$ cat src/rtl/ospi_flash_ctrl.sv
// Octal/quad/dual/single SPI NOR flash controller.
// Runs one read, page-program or sector-erase transaction per start strobe.
// Each bus beat is two clk cycles: A (OSPI_CLK low, new io_out) and B (OSPI_CLK high).
// io_in is captured at the clk edge that ends cycle A, which is the rising edge of OSPI_CLK.
//
// Handshake: start is a one-cycle request strobe. It is accepted only in IDLE, and
// op/address/data_in are captured with it. done is a one-cycle completion pulse, and
// err qualifies done. busy is high from the cycle after start up to, but not
// including, the done cycle.
module ospi_flash_ctrl #(
    parameter int ADDR_WIDTH   = 24,
    parameter int DATA_WIDTH   = 32,
    parameter int LANES        = 8,
    parameter int DUMMY_CYCLES = 8
) (
    input  logic                  clk,
    input  logic                  reset,
    input  logic                  start,
    input  logic [1:0]            op,
    input  logic [ADDR_WIDTH-1:0] address,
    input  logic [DATA_WIDTH-1:0] data_in,
    output logic [DATA_WIDTH-1:0] data_out,
    output logic                  busy,
    output logic                  done,
    output logic                  err,
    input  logic                  HOLD_N,
    output logic                  OSPI_CLK,
    output logic                  OSPI_CS,
    output logic [LANES-1:0]      io_out,
    output logic                  io_oe,
    input  logic [LANES-1:0]      io_in,
    output logic [2:0]            state_dbg
);

    localparam int SR_W0      = (ADDR_WIDTH > DATA_WIDTH) ? ADDR_WIDTH : DATA_WIDTH;
    localparam int SR_W       = (SR_W0 > 8) ? SR_W0 : 8;
    localparam int CNT_W      = 16;
    localparam int CMD_BEATS  = 8 / LANES;
    localparam int ADDR_BEATS = ADDR_WIDTH / LANES;
    localparam int DATA_BEATS = DATA_WIDTH / LANES;

    localparam logic [1:0] OP_READ  = 2'b00;
    localparam logic [1:0] OP_PROG  = 2'b01;
    localparam logic [1:0] OP_ERASE = 2'b10;
    localparam logic [1:0] OP_ILL   = 2'b11;

    typedef enum logic [2:0] {
        S_IDLE, S_WREN, S_GAP, S_CMD, S_ADDR, S_DUMMY, S_DATA, S_DONE
    } state_t;

    state_t                  state, state_n;
    logic [1:0]              op_q;
    logic [ADDR_WIDTH-1:0]   addr_q;
    logic [DATA_WIDTH-1:0]   data_q;
    logic [DATA_WIDTH-1:0]   rx;
    logic [SR_W-1:0]         sr;
    logic [CNT_W-1:0]        cnt;
    logic                    half;
    logic                    err_q;

    logic                    in_beat;
    logic                    advance;
    logic                    beat_end;
    logic                    phase_end;
    logic [CNT_W-1:0]        beat_len;
    logic [1:0]              op_sel;
    logic [7:0]              cmd_byte;
    logic                    read_rx;
    logic                    drive_phase;

    // Beat bookkeeping and next-state selection; HOLD_N only freezes beat-carrying states.
    always_comb begin
        in_beat   = (state inside {S_WREN, S_CMD, S_ADDR, S_DUMMY, S_DATA});
        advance   = in_beat && HOLD_N;
        beat_end  = advance && half;
        beat_len  = CNT_W'(1);
        case (state)
            S_WREN, S_CMD: beat_len = CNT_W'(CMD_BEATS);
            S_ADDR:        beat_len = CNT_W'(ADDR_BEATS);
            S_DUMMY:       beat_len = CNT_W'(DUMMY_CYCLES);
            S_DATA:        beat_len = CNT_W'(DATA_BEATS);
            default:       beat_len = CNT_W'(1);
        endcase
        phase_end = beat_end && (cnt == beat_len - CNT_W'(1));

        // From IDLE the op has not been registered yet, so look at the live input.
        op_sel   = (state == S_IDLE) ? op : op_q;
        cmd_byte = 8'h00;
        case (op_sel)
            OP_READ:  cmd_byte = 8'h0B;
            OP_PROG:  cmd_byte = 8'h02;
            OP_ERASE: cmd_byte = 8'h20;
            default:  cmd_byte = 8'h00;
        endcase

        state_n = state;
        case (state)
            S_IDLE: begin
                if (start) begin
                    if (op == OP_READ)     state_n = S_CMD;
                    else if (op == OP_ILL) state_n = S_DONE;
                    else                   state_n = S_WREN;
                end
            end
            S_WREN:  if (phase_end) state_n = S_GAP;
            S_GAP:   if (cnt == CNT_W'(1)) state_n = S_CMD;
            S_CMD:   if (phase_end) state_n = S_ADDR;
            S_ADDR: begin
                if (phase_end) begin
                    if (op_q == OP_ERASE)      state_n = S_DONE;
                    else if (op_q == OP_PROG)  state_n = S_DATA;
                    else if (DUMMY_CYCLES == 0) state_n = S_DATA;
                    else                       state_n = S_DUMMY;
                end
            end
            S_DUMMY: if (phase_end) state_n = S_DATA;
            S_DATA:  if (phase_end) state_n = S_DONE;
            S_DONE:  state_n = S_IDLE;
            default: state_n = S_IDLE;
        endcase
    end

    // State register plus beat counters, request capture, transmit shifter and receive shifter.
    always_ff @(posedge clk) begin
        if (reset) begin
            state    <= S_IDLE;
            op_q     <= '0;
            addr_q   <= '0;
            data_q   <= '0;
            rx       <= '0;
            sr       <= '0;
            cnt      <= '0;
            half     <= 1'b0;
            err_q    <= 1'b0;
            data_out <= '0;
        end else begin
            state <= state_n;

            if (state == S_IDLE && start) begin
                op_q   <= op;
                addr_q <= address;
                data_q <= data_in;
                err_q  <= (op == OP_ILL);
            end

            if (state_n != state) begin
                cnt  <= '0;
                half <= 1'b0;
            end else if (state == S_GAP) begin
                cnt <= cnt + CNT_W'(1);
            end else if (advance) begin
                half <= ~half;
                if (half) cnt <= cnt + CNT_W'(1);
            end

            // Each phase loads its field left-aligned so the MSB group is always at the top.
            if (state_n != state) begin
                case (state_n)
                    S_WREN:  sr <= SR_W'(8'h06) << (SR_W - 8);
                    S_CMD:   sr <= SR_W'(cmd_byte) << (SR_W - 8);
                    S_ADDR:  sr <= SR_W'(addr_q) << (SR_W - ADDR_WIDTH);
                    S_DATA:  sr <= SR_W'(data_q) << (SR_W - DATA_WIDTH);
                    default: sr <= '0;
                endcase
            end else if (beat_end) begin
                sr <= sr << LANES;
            end

            if (read_rx && advance && !half)
                rx <= (rx << LANES) | DATA_WIDTH'(io_in);

            if (read_rx && phase_end)
                data_out <= rx;
        end
    end

    // Pad-side and status outputs decoded from the current state and beat half.
    always_comb begin
        read_rx     = (state == S_DATA) && (op_q == OP_READ);
        drive_phase = (state inside {S_WREN, S_CMD, S_ADDR}) ||
                      ((state == S_DATA) && (op_q == OP_PROG));
        OSPI_CS     = ~in_beat;
        OSPI_CLK    = in_beat && half && HOLD_N;
        io_oe       = in_beat && !((op_q == OP_READ) && (state inside {S_DUMMY, S_DATA}));
        io_out      = drive_phase ? sr[SR_W-1 -: LANES] : '0;
        busy        = (state != S_IDLE) && (state != S_DONE);
        done        = (state == S_DONE);
        err         = (state == S_DONE) && err_q;
        state_dbg   = state;
    end

endmodule

$ cat config.mk
export PLATFORM = sky130hd
export DESIGN_NAME = ospi_flash_ctrl
export DESIGN_NICKNAME = d
export VERILOG_FILES = /design/src/rtl/ospi_flash_ctrl.sv
export SDC_FILE = /design/constraint.sdc
export NUM_CORES = 1
export LEC_CHECK = 0
export CAP_MARGIN = 20
export CORE_AREA = 2 2 119 149
export CTS_BUF_LIST = sky130_fd_sc_hd__clkbuf_8
export DETAILED_ROUTE_END_ITERATION = 12
export DIE_AREA = 0 0 121 151
export PLACE_DENSITY = 0.73
export SETUP_SLACK_MARGIN = 0.15
export SYNTH_ARGS = -nofsm -noshare
export SYNTH_HDL_FRONTEND = slang
export SYNTH_SLANG_ARGS = --single-unit
$ cat constraint.sdc
create_clock -name clk -period 2.6 [get_ports clk]
set_input_delay 0.52 -clock clk [delete_from_list [all_inputs] [get_ports clk]]
set_output_delay 0.52 -clock clk [all_outputs]
set_load 0.005 [all_outputs]
==> results.yml, run 1 <==
run_status:
  status: "completed"
clock_network:
  clock_latency_ns: 0.47
  cts_sinks: 175
  clk_transition_reported_paths_ns: 0.09
  clockBufferDepth: 2
  cts_max_level: 4
  numCtsBuffers: 17
  hold_buffers: 0
  root_buffer: "clkbuf_8"
  cts_tree: "done"
critical_path:
  endpoint_kind: "flop"
  required_ns: 2.96
  cp.arrival_ns: 2.89
  cp-start-kind: "input port"
  critPathKind: "in -> reg"
  cp_max_fo: 13
global_routing:
  grt_pass1_wl_um: 30830
  gr-total-overflow: 0
  track_usage_pct: 21.15
  first_global_vias: 6384
  antenna_found_initial: 0
  grt_start_max_net_pins: 136
die:
  ioPinCount: 119
  die_y_um: 151
  fp.coreArea_um2: 16780
  fp.dieW_um: 121
  die-area_um2: 18270
  start_util_pct: 44.48
  num_rows: 53
job:
  cap_violations: 0
pwr:
  p_leak_nw: 3.845
  powerDensity_nw_per_um2: 641.1
  vdd_drop_max_mv: 0.3670
  total_power_mw: 6.432
route:
  vias: 6892
  drt_pass1_iterations: 5
  via_per_inst: 5.277
  drc: 0
  wl_um: 19780
  post_drt_wl_per_cell_um: 15.14
  drtAntennaViolNets: 0
  drtIter0Drc: 344
timing:
  rsz0062_at_grt: "yes"
  max_freq_mhz: 396.5
  whs_ns: 0.4526
  worst_pin_slew_ns: 0.5798
  setup_slack_ns: 0.07768
  finalCriticalPeriod_ns: 2.522
  finalClockSkew_ns: 0.01152
  setup_violations: 0
  hold_viol_final: 0
  slew_headroom_pct: 61.35
  min_period_over_period_pct: 97.01
  maxSlewViolCount: 0
layout:
  final_common_cell: "nand2_1"
  antennaDiodeCount: 0
  drive_gt1_share_pct: 17.40
  final_cells: 1306
  syn2layout_area_growth_pct: 34.44
  final_cell_mix: "nand2_1, dfxtp_1, a21oi_1"
  nets: 1149
logic_synthesis:
  ys.flop_type: "dfxtp_1"
  yosysSeqAreaShare_pct: 46.95
  netlist_instances: 924
  async_flop_share_pct: 0
  ys_types: 63
  yosysWarningCount: 0
  ys_ff_latch: 175
  syn-cell-area_um2: 7462
  synth-edff-count: 0
  synth_nets: 1000
  synth_area_per_cell_um2: 8.076
place:
  place_ws_ns: -0.3977
  hpwl_um: 12890
  port_buffers: 118
  dpl.cell_count: 1256
  gp_congestion: 0.8450
worst_hold_path:
  hp-class: "in -> reg"
==> registers in the layout, indices dropped and copies added (netlist names) <==
register   flops
err_q          1
cnt           16
data_q        32
half           1
rx            32
data_out      32
state_dbg      3
addr_q        24
sr            32
op_q           2
==> area by class of cell <==
cell class | count | area, µm²
multi-input combinational | 676 | 3956
inverter | 10 | 40.04
fill | 1436 | 6745
clock inverter | 12 | 116.4
tap | 220 | 275.3
sequential | 175 | 3515
clock buffer | 20 | 275.3
timing repair buffer | 193 | 1854
==> stage by stage <==
step	util [%]	cell area (µm²)	TNS, ns
finish	59.80	10030	0
global route	59.80	10030	-0.07860
global placement	54.49	9141	-12.05
detailed placement	54.49	9141	-14.23
floorplan	-	7462	0
CTS	57.80	9697	0
==> where the power goes <==
part           leakage, nW  internal [mW]  switching (mW)
Clock                0.213          0.919           0.971
Sequential            1.42           2.86           0.122
Combinational         2.21          0.722           0.840
==> synth_stat cells, types with 7 or more instances <==
cell | n | area share (%)
a211oi_1 | 7 | 0.70
a21oi_1 | 136 | 9.1
a22oi_1 | 8 | 0.80
and2_1 | 13 | 1.1
clkbuf_1 | 51 | 2.6
dfxtp_1 | 175 | 47
inv_1 | 9 | 0.45
mux2i_1 | 19 | 2.5
nand2_1 | 268 | 13
nand4_1 | 7 | 0.59
nor2_1 | 64 | 3.2
nor3_1 | 11 | 0.74
o211a_1 | 19 | 2.5
o21ai_0 | 13 | 0.87
o22ai_1 | 20 | 1.7
xor2_1 | 10 | 1.2
==> path summary, 6_finish.rpt <==
| kind | slack [ns] | from | cells past startpoint | to |
|---|---|---|---|---|
| setup / recovery | 0.08 | op[0] | 11 | sr[19]$_SDFFE_PP0P_ |
| hold / removal | 0.45 | reset | 4 | sr[27]$_SDFFE_PP0P_ |
| setup reg to reg | 0.08 | state_dbg[0]$_SDFF_PP0_ | 11 | sr[5]$_SDFFE_PP0P_ |
| hold reg to reg | 0.45 | data_out[12]$_SDFFE_PP0P_ | 2 | data_out[12]$_SDFFE_PP0P_ |
==> logic make-up (layout without fill, tap and decap cells) <==
family	count (synthesis)	after routing	synth area share (%)
fa+ha+maj	7	7	1.140
xor+xnor	11	11	1.291
compound gates	223	223	18.90
simple gates	409	411	23.91
flops	175	175	46.95
mux	24	24	3.303
buf+inv	75	235	4.510
==> layer usage <==
metal / up-vias / wire [µm] / track usage [%]
met5: - / 0 / 0
met4: 0 / 385 / 7.965
met3: 37 / 1257 / 5.836
met2: 194 / 9540 / 34.66
met1: 3213 / 8591 / 26.49
li1: 3448 / - / -
==> critical path: stages <==
cell and delay [ns]:
clkdlybuf4s50_1 0.48, ha_1 0.34, nor2b_2 0.16, a22o_1 0.16
o2bb2ai_1 0.10, a211oi_4 0.23, buf_12 0.18, buf_6 0.21
mux2i_1 0.25, o22ai_2 0.11, o211a_1 0.13
==> repair_timing <==
item | CTS | global route
setup endpoints to repair | 60 | 46
setup buffers | 5 | 10
gates resized for setup | 45 | 53
cloned | 1 | 2
pin swaps | 8 | 25
Note: power is estimated with default switching activity, not from simulation.
==> run 2: changes to the inputs <==
Settings changed: MAX_ROUTING_LAYER set to met4.
==> run 2 against run 1 <==
  * Die area is the same
  * Total power increased by 6.1%
  * Sequential share of layout area fell by 0.93 points
  * Wire length rose by 3.7%
  * Register-to-register slack about the same
  * First-iteration DRC count up 3.8%
==> results.yml, run 2 (synthesized netlist as in run 1, its figures left out) <==
route:
  drt_pass1_iterations: 5
  wl_um: 20500
  via_per_inst: 5.267
  drtIter0Drc: 357
  post_drt_wl_per_cell_um: 15.63
  vias: 6910
  drtAntennaViolNets: 0
  drc: 0
timing:
  setup_slack_ns: 0.07981
  hold_viol_final: 0
  maxSlewViolCount: 0
  max_freq_mhz: 396.8
  finalClockSkew_ns: 0.01295
  worst_pin_slew_ns: 0.5848
  rsz0062_at_grt: "yes"
  slew_headroom_pct: 61.01
  min_period_over_period_pct: 96.93
  setup_violations: 0
  whs_ns: 0.4006
  finalCriticalPeriod_ns: 2.520
worst_hold_path:
  hp-class: "in -> reg"
  min_to: "data_q[19]$_SDFFE_PP0P_"
  whs_path_depth: 2
  hold_start: "reset"
die:
  fp.dieW_um: 121
  die-area_um2: 18270
  die_y_um: 151
  start_util_pct: 44.48
  num_rows: 53
  fp.coreArea_um2: 16780
  ioPinCount: 119
clock_network:
  clk_transition_reported_paths_ns: 0.10
  hold_buffers: 0
  numCtsBuffers: 17
  cts_max_level: 4
  root_buffer: "clkbuf_8"
  clock_latency_ns: 0.48
  clockBufferDepth: 2
  cts_sinks: 175
  cts_tree: "done"
critical_path:
  critPathKind: "reg -> reg"
  endpoint_kind: "flop"
  r2r-start: "state_dbg[2]$_SDFF_PP0_"
  regToRegEndpoint: "sr[18]$_SDFFE_PP0P_"
  cp.arrival_ns: 2.94
  required_ns: 3.02
  rrSetupSlack_ns: 0.08
  reg2regPathDepth: 11
  cp_max_fo: 6
  cp-start-kind: "flop"
pwr:
  vdd_drop_max_mv: 0.4349
  powerDensity_nw_per_um2: 661.4
  combPwrFrac_pct: 24.5
  internal_power_mw: 4.788
  power_frac_clock_pct: 31.6
  p_leak_nw: 3.958
  swShare_pct: 29.83
  p_switching_mw: 2.036
  p_seq_share_pct: 43.8
global_routing:
  grt_start_max_net_pins: 118
  first_global_vias: 6320
  gr-total-overflow: 0
  grt_pass1_wl_um: 31030
  antenna_found_initial: 0
  track_usage_pct: 21.93
run_status:
  status: "completed"
layout:
  syn2layout_area_growth_pct: 38.25
  post-route-util_pct: 61.49
  antennaDiodeCount: 0
  final_cell_mix: "nand2_1, dfxtp_1, a21oi_1"
  final_cells: 1312
  design_area_um2: 10320
  nets: 1155
  final_common_cell: "nand2_1"
  drive_gt1_share_pct: 19.60
place:
  place_ws_ns: -0.4156
  hpwl_um: 13130
  gp_congestion: 0.8612
  placed_area_um2: 9201
  dpl.cell_count: 1259
  port_buffers: 118
job:
  cap_violations: 0
run 2: cell types whose count changed in the layout (fill, tap and decap cells not counted), sizes merged:
| cell | previous run | this run |
|---|---|---|
| dlymetal6s2s | 2 | 3 |
| clkinv | 4 | 3 |
| buf | 75 | 81 |
| bufbuf | 0 | 1 |
| clkbuf | 23 | 29 |
| clkdlybuf4s50 | 104 | 102 |
| bufinv | 2 | 4 |
| nand3 | 10 | 8 |
| dlygate4sd2 | 8 | 3 |
run 2: layout make-up:
type | count | area [µm²]
timing repair buffer | 201 | 2009
multi-input combinational | 674 | 4015
clock inverter | 13 | 196.4
sequential | 175 | 3518
tap | 220 | 275.3
clock buffer | 19 | 261.5
inverter | 10 | 40.04
fill | 1401 | 6461
run 2: power by group through the flow:
stage          Combinational (mW)  Sequential (mW)  Clock (mW)
6_report                     1.67             2.99        2.16
3_3_place_gp                 1.35             3.03           0
5_1_grt                      1.80             3.01        2.31
3_5_place_dp                 1.39             3.03           0
4_1_cts                      1.47             2.98        2.20
2_1_floorplan               0.831             2.99           0
run 2: timing repair:
| action | CTS | global route |
|---|---|---|
| endpoints found under the setup margin | 44 | 43 |
| cloned | 1 | 4 |
| buffers inserted | 9 | 7 |
| resized for setup | 42 | 92 |
| pin swaps | 7 | 14 |
run 2: how the worst max path moves through the flow:
| stage | slack (ns) | startpoint | endpoint | cells past startpoint |
|---|---|---|---|---|
| after detailed placement | -0.42 | op[0] | sr[9]$_SDFFE_PP0P_ | 12 |
| final | 0.08 | state_dbg[2]$_SDFF_PP0_ | sr[18]$_SDFFE_PP0P_ | 11 |
| after floorplan | 0.19 | state_dbg[1]$_SDFF_PP0_ | sr[24]$_SDFFE_PP0P_ | 8 |
| after global placement | -0.34 | op[0] | sr[9]$_SDFFE_PP0P_ | 12 |
| after global routing | -0.03 | state_dbg[2]$_SDFF_PP0_ | sr[18]$_SDFFE_PP0P_ | 11 |
| after CTS | 0.02 | state_dbg[0]$_SDFF_PP0_ | io_out[2] | 6 |
run 2: layer usage:
layer	part of all wire [%]	global-route usage, %	vias up
met5	0	-	-
met4	2.1	7.616	0
met3	5.6	6.175	35
met2	49	34.33	186
met1	43	27.21	3249
li1	-	-	3440
run 2: through the flow:
step / TNS (ns) / total power, mW
final: 0 / 6.823
after global routing: -0.1146 / 7.125
after CTS: 0 / 6.640
after detailed placement: -10.93 / 4.419
after global placement: -8.479 / 4.389
after floorplan: 0 / 3.819
run 2: critical path, cell delays in order, from the launching register on:
cell and delay, ns:
dfxtp_4 0.37, buf_6 0.13, buf_4 0.15, nor3_4 0.18, buf_4 0.16, nand2_2 0.08, o21ai_0 0.48, a21o_1 0.22
nand3_4 0.15, clkbuf_16 0.21, o22ai_2 0.16, o211a_1 0.17
==> run 3: changes to the inputs <==
Settings changed: GPL_TIMING_DRIVEN set to 0, REMOVE_ABC_BUFFERS set to 1.
==> run 3 against run 2 <==
  * The flow now finishes with violations (setup timing)
  * Critical path depth is 3 lower
  * Design area is 0.51% higher
  * Wire length is 5.3% higher
  * Hold slack worse by 0.025 ns
  * Non-clock buffer count is 18 lower
  * Setup slack worse by 0.13 ns
  * Combinational power is 9.6% higher
  * Critical endpoint is now sr[25]$_SDFFE_PP0P_
  * Largest power group unchanged
  * Highest routed layer unchanged
==> results.yml, run 3 (synthesized netlist as in run 1, its figures left out) <==
timing:
  maxSlewViolCount: 0
  setup_slack_ns: -0.05296
  setup_violations: 5
  worst_pin_slew_ns: 0.9394
  finalClockSkew_ns: 0.01167
  slew_headroom_pct: 37.10
  hold_viol_final: 0
  rsz0062_at_grt: "yes"
  setup_tns_ns: -0.09221
  min_period_over_period_pct: 102.0
  max_freq_mhz: 376.9
  finalCriticalPeriod_ns: 2.653
  whs_ns: 0.3761
route:
  post_drt_wl_per_cell_um: 16.59
  drtAntennaViolNets: 0
  drt_pass1_iterations: 5
  drtIter0Drc: 521
  via_per_inst: 5.531
  wl_um: 21580
  vias: 7196
  drc: 0
critical_path:
  cp-start-kind: "flop"
  crit_chain: "buf_4 > or4_1 > nand4_1 > o211ai_1 > nor3_4 > nor2_1 > a221oi_2 > nor4_1"
  slowest_delay_ns: 0.50
  endpoint_kind: "flop"
  cp_max_fo: 9
  path_delay_family: "simple AND/OR/NAND/NOR gates"
  cp.arrival_ns: 2.97
  critPathKind: "reg -> reg"
  slowest_stage: "nor3_4"
  rrSetupSlack_ns: -0.05
  path_buf_inv: 1
  required_ns: 2.92
pwr:
  p_leak_nw: 3.900
  powerDensity_nw_per_um2: 651.2
  vdd_drop_max_mv: 0.3111
  total_power_mw: 6.752
layout:
  final_cells: 1301
  fill_cells: 1407
  syn2layout_area_growth_pct: 38.95
  drive_gt1_share_pct: 20.09
  final_common_cell: "nand2_1"
  final_cell_mix: "nand2_1, dfxtp_1, a21oi_1"
  nets: 1144
  post-route-util_pct: 61.80
die:
  ioPinCount: 119
  start_util_pct: 44.48
  num_rows: 53
  die-area_um2: 18270
  die_y_um: 151
  fp.dieW_um: 121
  fp.coreArea_um2: 16780
clock_network:
  cts_max_level: 4
  numCtsBuffers: 17
  root_buffer: "clkbuf_8"
  clockBufferDepth: 2
  clk_transition_reported_paths_ns: 0.10
  hold_buffers: 0
  clock_latency_ns: 0.46
  cts_tree: "done"
  cts_sinks: 175
job:
  cap_violations: 0
worst_hold_path:
  hp-class: "in -> reg"
run_status:
  violations: "setup timing"
  status: "finished, violations left"
global_routing:
  track_usage_pct: 21.11
  grt_pass1_wl_um: 30010
  gr-total-overflow: 0
  first_global_vias: 6189
  grt_start_max_net_pins: 76
  antenna_found_initial: 1
place:
  gp_congestion: 0.8674
  port_buffers: 118
  hpwl_um: 11670
  dpl.cell_count: 1206
[run 3: cell count changes in the layout (fill, tap and decap cells not counted), moves of 4 or more]
cell	previous run	this run
mux2i_1	14	9
nand3_4	1	5
nor2_2	6	0
o22ai_1	6	1
o22ai_2	14	19
buf_6	11	15
buf_4	59	40
mux2i_2	2	7
buf_12	10	6
[run 3: report_power, final]
group	switching [mW]	leakage [nW]	internal [mW]
clock	1.00	0.206	0.936
combinational	0.996	2.27	0.833
sequential	0.129	1.43	2.86
[run 3: timing repair]
action / CTS / global route
gates cloned: 2 / 6
resized for setup: 69 / 105
setup buffers: 18 / 37
setup endpoints to repair: 130 / 70
endpoints found under the hold margin: 0 / 0
pin swaps: 9 / 43
[run 3: cell type report]
type,count,area [µm²],area share (%)
Tap cell,220,275.3,2.655
Sequential cell,175,3530,34.04
Clock buffer,20,275.3,2.655
Antenna cell,1,2.502,0.02413
Inverter,10,45.04,0.4344
Multi-Input combinational cell,681,4267,41.15
Timing Repair Buffer,183,1844,17.79
Clock inverter,11,130.1,1.255
[run 3: worst min-delay path, stage by stage]
cell	delay (ns)
dlymetal6s2s_1	0.16
nand2_1	0.07
a21oi_1	0.05
[run 3: per-stage QoR]
stage | setup WS, ns | cell area (µm²)
after floorplan | -1.353 | 7163
after global placement | -4.980 | 8620
after detailed placement | -1.172 | 8798
after CTS | 0.002459 | 9583
after global routing | -0.1679 | 10370
final | -0.05296 | 10370
[run 3: final timing paths]
path | start | to | cells after the start
setup reg to reg | state_dbg[2]$_SDFF_PP0_ | sr[25]$_SDFFE_PP0P_ | 8
hold reg to reg | data_out[21]$_SDFFE_PP0P_ | data_out[21]$_SDFFE_PP0P_ | 2
hold / removal | op[1] | op_q[1]$_SDFFE_PP0P_ | 3
setup / recovery | state_dbg[2]$_SDFF_PP0_ | sr[25]$_SDFFE_PP0P_ | 8
[run 3: layer usage]
layer	part of all wire, %	vias to the layer above	GRT usage [%]	routed length (µm)
li1	-	3440	-	-
met1	42	3430	25.66	9003
met2	49	259	35.34	10650
met3	5.8	67	4.405	1256
met4	3.1	0	6.221	667
met5	0	-	-	0
